<file path="src/rtl/mod_counter.sv">
// -----------------------------------------------------------------------------
// mod_counter
//   Parametrised up/down counter with prescaler, synchronous clear and
//   parallel load, wrap or saturate behaviour at the limits, a one-cycle
//   terminal-count pulse and a sticky overflow flag.
//
// Parameters
//   WIDTH    : counter width in bits (2..32)
//   MAX      : terminal value, count range is 0..MAX (must fit in WIDTH bits)
//   WRAP     : 1 = wrap at the limits, 0 = saturate at the limits
//   PRESCALE : enabled cycles per count step (1..65535)
//
// Ports
//   clk        in  : rising-edge clock
//   reset      in  : asynchronous active-high reset
//   enable     in  : count enable, gates the prescaler
//   up         in  : direction, 1 = increment, 0 = decrement
//   clear      in  : synchronous clear (highest synchronous priority)
//   load       in  : synchronous parallel load
//   load_value in  : value captured on load, clamped to MAX
//   counter    out : current count (registered)
//   tc         out : one-cycle pulse on every limit hit (registered)
//   overflow   out : sticky flag, set on any limit hit (registered)
// -----------------------------------------------------------------------------
module mod_counter #(
  parameter int          WIDTH    = 16,
  parameter int unsigned MAX      = 32'((64'd1 << WIDTH) - 64'd1),
  parameter int          WRAP     = 1,
  parameter int          PRESCALE = 1
) (
  input  logic             clk,
  input  logic             reset,
  input  logic             enable,
  input  logic             up,
  input  logic             clear,
  input  logic             load,
  input  logic [WIDTH-1:0] load_value,
  output logic [WIDTH-1:0] counter,
  output logic             tc,
  output logic             overflow
);

  // Prescaler width: ceil(log2(PRESCALE)), never below one bit.
  localparam int PS_W = (PRESCALE > 1) ? $clog2(PRESCALE) : 1;

  localparam logic [PS_W-1:0]  PS_LAST = PS_W'(PRESCALE - 1);
  localparam logic [PS_W-1:0]  PS_ONE  = PS_W'(1'b1);
  localparam logic [PS_W-1:0]  PS_ZERO = PS_W'(1'b0);
  localparam logic [WIDTH-1:0] MAX_V   = WIDTH'(MAX);
  localparam logic [WIDTH-1:0] ZERO_V  = WIDTH'(1'b0);
  localparam logic [WIDTH-1:0] ONE_V   = WIDTH'(1'b1);

  // When MAX covers the whole WIDTH range no load value can exceed it, so the
  // clamp comparator is left out instead of becoming a constant-false compare.
  localparam bit FULL_RANGE = (64'(MAX) == ((64'd1 << WIDTH) - 64'd1));

  logic [WIDTH-1:0] counter_r;
  logic             tc_r;
  logic             overflow_r;
  logic [PS_W-1:0]  ps_r;

  logic [WIDTH-1:0] cnt_nxt_s;
  logic             tc_nxt_s;
  logic             ov_nxt_s;
  logic [PS_W-1:0]  ps_nxt_s;

  logic [WIDTH-1:0] load_clamped_s;
  logic             step_due_s;
  logic             at_limit_s;
  logic [WIDTH-1:0] limit_target_s;
  logic [WIDTH-1:0] normal_target_s;

  generate
    if (FULL_RANGE) begin : g_no_clamp
      assign load_clamped_s = load_value;
    end else begin : g_clamp
      assign load_clamped_s = (load_value > MAX_V) ? MAX_V : load_value;
    end
  endgenerate

  // Step qualification and the two candidate step results.
  always_comb begin
    step_due_s      = (ps_r == PS_LAST);
    at_limit_s      = 1'b0;
    limit_target_s  = counter_r;
    normal_target_s = counter_r;
    if (up) begin
      at_limit_s      = (counter_r == MAX_V);
      normal_target_s = counter_r + ONE_V;
      if (WRAP != 0) begin
        limit_target_s = ZERO_V;
      end else begin
        limit_target_s = counter_r;
      end
    end else begin
      at_limit_s      = (counter_r == ZERO_V);
      normal_target_s = counter_r - ONE_V;
      if (WRAP != 0) begin
        limit_target_s = MAX_V;
      end else begin
        limit_target_s = counter_r;
      end
    end
  end

  // Next-state selection: clear > load > count step; tc defaults low so it
  // can only ever last one cycle.
  always_comb begin
    cnt_nxt_s = counter_r;
    ps_nxt_s  = ps_r;
    tc_nxt_s  = 1'b0;
    ov_nxt_s  = overflow_r;
    if (clear) begin
      cnt_nxt_s = ZERO_V;
      ps_nxt_s  = PS_ZERO;
      ov_nxt_s  = 1'b0;
    end else if (load) begin
      // Load restarts the prescaler and swallows any step due on this edge.
      cnt_nxt_s = load_clamped_s;
      ps_nxt_s  = PS_ZERO;
    end else if (enable) begin
      if (step_due_s) begin
        ps_nxt_s = PS_ZERO;
        if (at_limit_s) begin
          // Saturate mode still reports every attempted step at a limit.
          cnt_nxt_s = limit_target_s;
          tc_nxt_s  = 1'b1;
          ov_nxt_s  = 1'b1;
        end else begin
          cnt_nxt_s = normal_target_s;
        end
      end else begin
        ps_nxt_s = ps_r + PS_ONE;
      end
    end else begin
      ps_nxt_s = ps_r;
    end
  end

  // State registers with asynchronous reset.
  always_ff @(posedge clk or posedge reset) begin
    if (reset) begin
      counter_r  <= ZERO_V;
      tc_r       <= 1'b0;
      overflow_r <= 1'b0;
      ps_r       <= PS_ZERO;
    end else begin
      counter_r  <= cnt_nxt_s;
      tc_r       <= tc_nxt_s;
      overflow_r <= ov_nxt_s;
      ps_r       <= ps_nxt_s;
    end
  end

  assign counter  = counter_r;
  assign tc       = tc_r;
  assign overflow = overflow_r;

endmodule

</file>
<file path="config.mk">
export PLATFORM = sky130hd
export DESIGN_NAME = mod_counter
export DESIGN_NICKNAME = d
export VERILOG_FILES = /design/src/rtl/mod_counter.sv
export SDC_FILE = /design/constraint.sdc
export NUM_CORES = 1
export LEC_CHECK = 0
export ABC_AREA = 0
export CORE_ASPECT_RATIO = 2
export CORE_MARGIN = 2
export CORE_UTILIZATION = 35
export DETAILED_ROUTE_END_ITERATION = 8
export GPL_ROUTABILITY_DRIVEN = 0
export SETUP_SLACK_MARGIN = 0.1
export SYNTH_ARGS = -nofsm -noshare
export SYNTH_HDL_FRONTEND = slang
export SYNTH_SLANG_ARGS = --single-unit
export TNS_END_PERCENT = 1
</file>
<file path="constraint.sdc">
create_clock -name clk -period 3.4 [get_ports clk]
set_input_delay 0.51 -clock clk [delete_from_list [all_inputs] [get_ports clk]]
set_output_delay 0.51 -clock clk [all_outputs]
set_load 0.01 [all_outputs]
</file>
# After elaboration in Yosys (flattened, before gate mapping)
# Index checks and enable logic that the tools add are counted.
[word_totals]
output_inout_bits = 18
inputBits = 22
regBits = 19
[classes]
reduce_logical = 6
add_sub_neg = 3
n_eq_ne = 4
mux = 22
[op_table]
columns = ["cell", "count"]
rows = [
  ["$mux 16", 7],
  ["$add 16x1->16 const B", 1],
  ["$eq 16x16->1 const B", 1],
  ["$logic_not 16->1", 1],
  ["$sub 16x1->16 const B", 1],
  ["$mux 1", 15],
  ["$ne 2x2->1 const B", 2],
  ["$reduce_and 4->1", 1],
  ["$reduce_bool 2->1", 2],
  ["$ne 3x3->1 const B", 1],
  ["$reduce_bool 3->1", 1],
  ["$reduce_and 2->1", 1],
  ["$add 1x1->1 const B", 1],
]

# Depth between registers and ports, before layout
[depth]
depth_word = 7
ltp_mapped = 9
depth_no_buf = 8

# Least setup slack after synthesis
# No wires, ideal clock.
[synth_timing]
path_kind = "input-to-reg"
start = "input up"
end = "register counter_r[12] (netlist: counter[12])"
arrival_time_ns = 2.687
path_buffers = 0
path_slack_ns = 0.593
setup_time_ns = 0.120
path_stages = 8
cell_sequence = "inv_1 fa_1 a21o_2 a311oi_2 nor3_1 o31a_1 or4b_1 and3_1"
[synth_between]
elab_chain_len = 6
[synth_lines]
columns = ["element", "line_no", "rtl"]
rows = [
  ["from (decl)", "34", "input logic up,"],
  ["$mux 16 / $mux 1 (equally long branches)", "87", "if (up) begin"],
  ["$mux 16 (*)", "124", "if (at_limit_s) begin"],
  ["$mux 16 (*)", "122", "if (step_due_s) begin"],
  ["$mux 16 (*)", "121", "end else if (enable) begin"],
  ["$mux 16 (*)", "117", "end else if (load) begin"],
  ["$mux 16 (*)", "113", "if (clear) begin"],
  ["to (signal assigned)", "148", "counter_r <= cnt_nxt_s;"],
  ["to (decl)", "57", "logic [WIDTH-1:0] counter_r;"],
]
# Every way passes the cells marked *; elsewhere a longest branch is shown, timed or not. The select of a mux whose other input is x is not followed.
# A chain may end at the register's enable or synchronous reset.

# Worst setup path in the final report
# Same ends and word-level chain as after synthesis.

==> metrics.txt <==
status finished, final reports clean; post-synth top area cell dfrtp_1; # rows 36; R2R Setup Slk between 0.7 and 0.8 ns; hpwl dp around 4.3 mm; Final period util 0.8884; final wirelength around 5.5 mm; Post-Synth XOR/XNOR Area 0.06109; fmax roughly 0.33 GHz; CTS H-tree lvls 1; Cell Area, Synth 0.001720 mm^2; clock sink total 18; largest net degree at the start of global routing 33; area grow syn2layout 30.04%; dpl ws between 0.1 and 0.15 ns; initial antenna violation count 0; Bufs on Longest Clock Path 2; leakage a little under 1 nW; number of synthesized flops with an enable pin 0; initial core utilization 0.3570; crit path max fanout 3; setup violators final 0; Reg area roughly 450 um^2; prevailing post-synth register cell dfrtp_1; sequential cell area fraction in the yosys report 0.2618; fin cells roughly 310; post-placement cell area 0.002182 mm^2; Slew Viols, Final 0; DP Cell Count between 300 and 400; setup TNS 0 ns; WL/cell about 18 um; clock skew approximately 0.0042 ns; multiplexer area fraction after synthesis 0.005818; cell area after layout 0.002237 mm^2; global route overflow 0; vias per cell 5.881; Tightest Pin Transition ~0.73 ns; area share of the largest cell type after synthesis 0.2618; Clock Latency Late Sink between 0.2 and 0.3 ns; post_cts resized 0; CTS Buf Count 3; Reg-to-Reg Start counter[0]; Hold Crit Start overflow; Worst setup SP type input pin; number of max-cap violations 0; FF+latch count, synth 18; Post-synth ARST share 1.000; 1st-iter DRT viols 38; vias in the first global route between 1,500 and 2,000; Die Height slightly above 100 um; routed via count 1,829; CTS Root Cell clkbuf_8; Netlist cell types between 40 and 50; Port Buffers 39; Die W 53.58 um; most common cell after layout, fill and taps aside clkdlybuf4s50_1; largest family of logic cells by synthesized area compound AO/OA/AOI/OAI gates; Filler Cells Inserted roughly 500; RSZ-0062 raised after global routing false; Slew HR 0.5139; First-pass DRT Iterations 4; Pwr per Cell Area approximately 340 mW/mm^2; Critical Path End Type register; Avg Cell Area, Syn 7.965 um^2; critical path startpoint up; final antenna diode count 0; clk slew on worst S/H paths 0.08 ns; Synth Area in Adders 0.1135; final core utilization 0.4642; top cells by area, synth dfrtp_1 (26%), ha_1 (10%), a21oi_1 (7.0%), a221oi_1 (4.6%), xnor2_1 (4.6%); post-synthesis simple-gate area fraction 0.1862; Setup Fix Bufs, Post-CTS 0; first-pass GRT wire length between 8 and 9 mm; core area between 0.004 and 0.005 mm^2; Hold/Removal Path Class register to register; Hold Fails Final Rpt 0; Ys Warns 0; antenna viol nets, final 0; Compound-Gate Fraction of Synth Area 0.3018; critical path data required time around 3.6 ns; TritonCTS clock tree done; total track usage 0.2172; share of post-route cells with drive strength above 1 0.07087; cts hold-fix bufs 0; CP Class input pin to register; # IOs 40; Multi-input gate area approximately 0.0011 mm^2; commonest non-fill, non-tap cells in the layout clkdlybuf4s50_1 (39), a21oi_1 (24), nor2_1 (19), dfrtp_1 (18), inv_1 (16); drt drc 0; synthesized netlist cell count 216; Layout Nets around 290; fin crit period 3.021 ns; syn nets 253; Worst Path Arrival 3.18 ns; VDD IR max ~0.20 mV; Die ar. about 0.0055 mm^2; post-route worst setup slack between 0.3 and 0.4 ns
cells in the mapped netlist, drive strengths merged, types with 3 or more instances:
master / n
a21oi: 24
nor2: 19
dfrtp: 18
inv: 16
o21ai: 16
ha: 14
clkbuf: 11
nand2: 11
nand4: 10
a221oi: 9
xnor2: 9
a211oi: 6
nand3: 5
nor4: 5
o31a: 5
a21o: 4
xor2: 3
state kept, by name (all words and copies together), names as in the netlist:
name,flops
overflow,1
tc,1
counter,16
through the flow:
stage	hold slack, ns	total power, W
after floorplan	0.4486	0.0004634
after global placement	0.4739	0.0005829
after detailed placement	0.4812	0.0005860
after CTS	0.4993	0.0007739
after global routing	0.5159	0.0008219
final	0.4948	0.0007671
area by class of cell:
| cell class | count | share of cell area |
|---|---|---|
| Inverter | 16 | 0.02685 |
| Timing Repair Buffer | 47 | 0.2013 |
| Clock buffer | 4 | 0.02461 |
| Tap cell | 57 | 0.03188 |
| Multi-Input combinational cell | 169 | 0.5140 |
| Sequential cell | 18 | 0.2013 |
layer usage:
metal,track usage,routed length (um),vias to the layer above
met5,0,0,-
met1,0.2284,1978,878
met4,0.1105,183,0
li1,-,-,890
met2,0.4055,3219,47
met3,0.02029,129,14
path summary, 6_finish.rpt:
| kind | cells past startpoint | end |
|---|---|---|
| worst max-delay path | 9 | counter[12] |
| worst min-delay path | 1 | overflow |
| worst max register to register | 7 | counter[12] |
| worst min register to register | 1 | overflow |
| max in group asynchronous | 2 | counter[15] |
| min in group asynchronous | 2 | counter[5] |
kinds of logic (layout without fill, tap and decap cells):
| kind of cell | after synthesis | after routing |
|---|---|---|
| flops | 18 | 18 |
| xor+xnor | 12 | 12 |
| mux | 1 | 1 |
| simple gates | 63 | 63 |
| buf+inv | 29 | 67 |
| compound gates | 78 | 78 |
| fa+ha+maj | 15 | 15 |
worst max-delay path, cell delays in order:
cell,delay [ns]
clkdlybuf4s50_1,0.49
inv_1,0.09
fa_1,0.47
a21o_2,0.26
a311oi_2,0.30
nor3_1,0.13
o31a_1,0.30
or4b_1,0.45
and3_1,0.17
report_power, final:
part	total (W)	switching (W)	internal, W	leakage [nW]
clock network	0.000184	0.0000807	0.000103	0.0288
registers	0.000261	0.0000310	0.000230	0.235
logic	0.000322	0.000165	0.000157	0.701
total	0.000767	0.000277	0.000490	0.965
(Power assumes the default switching activity.)
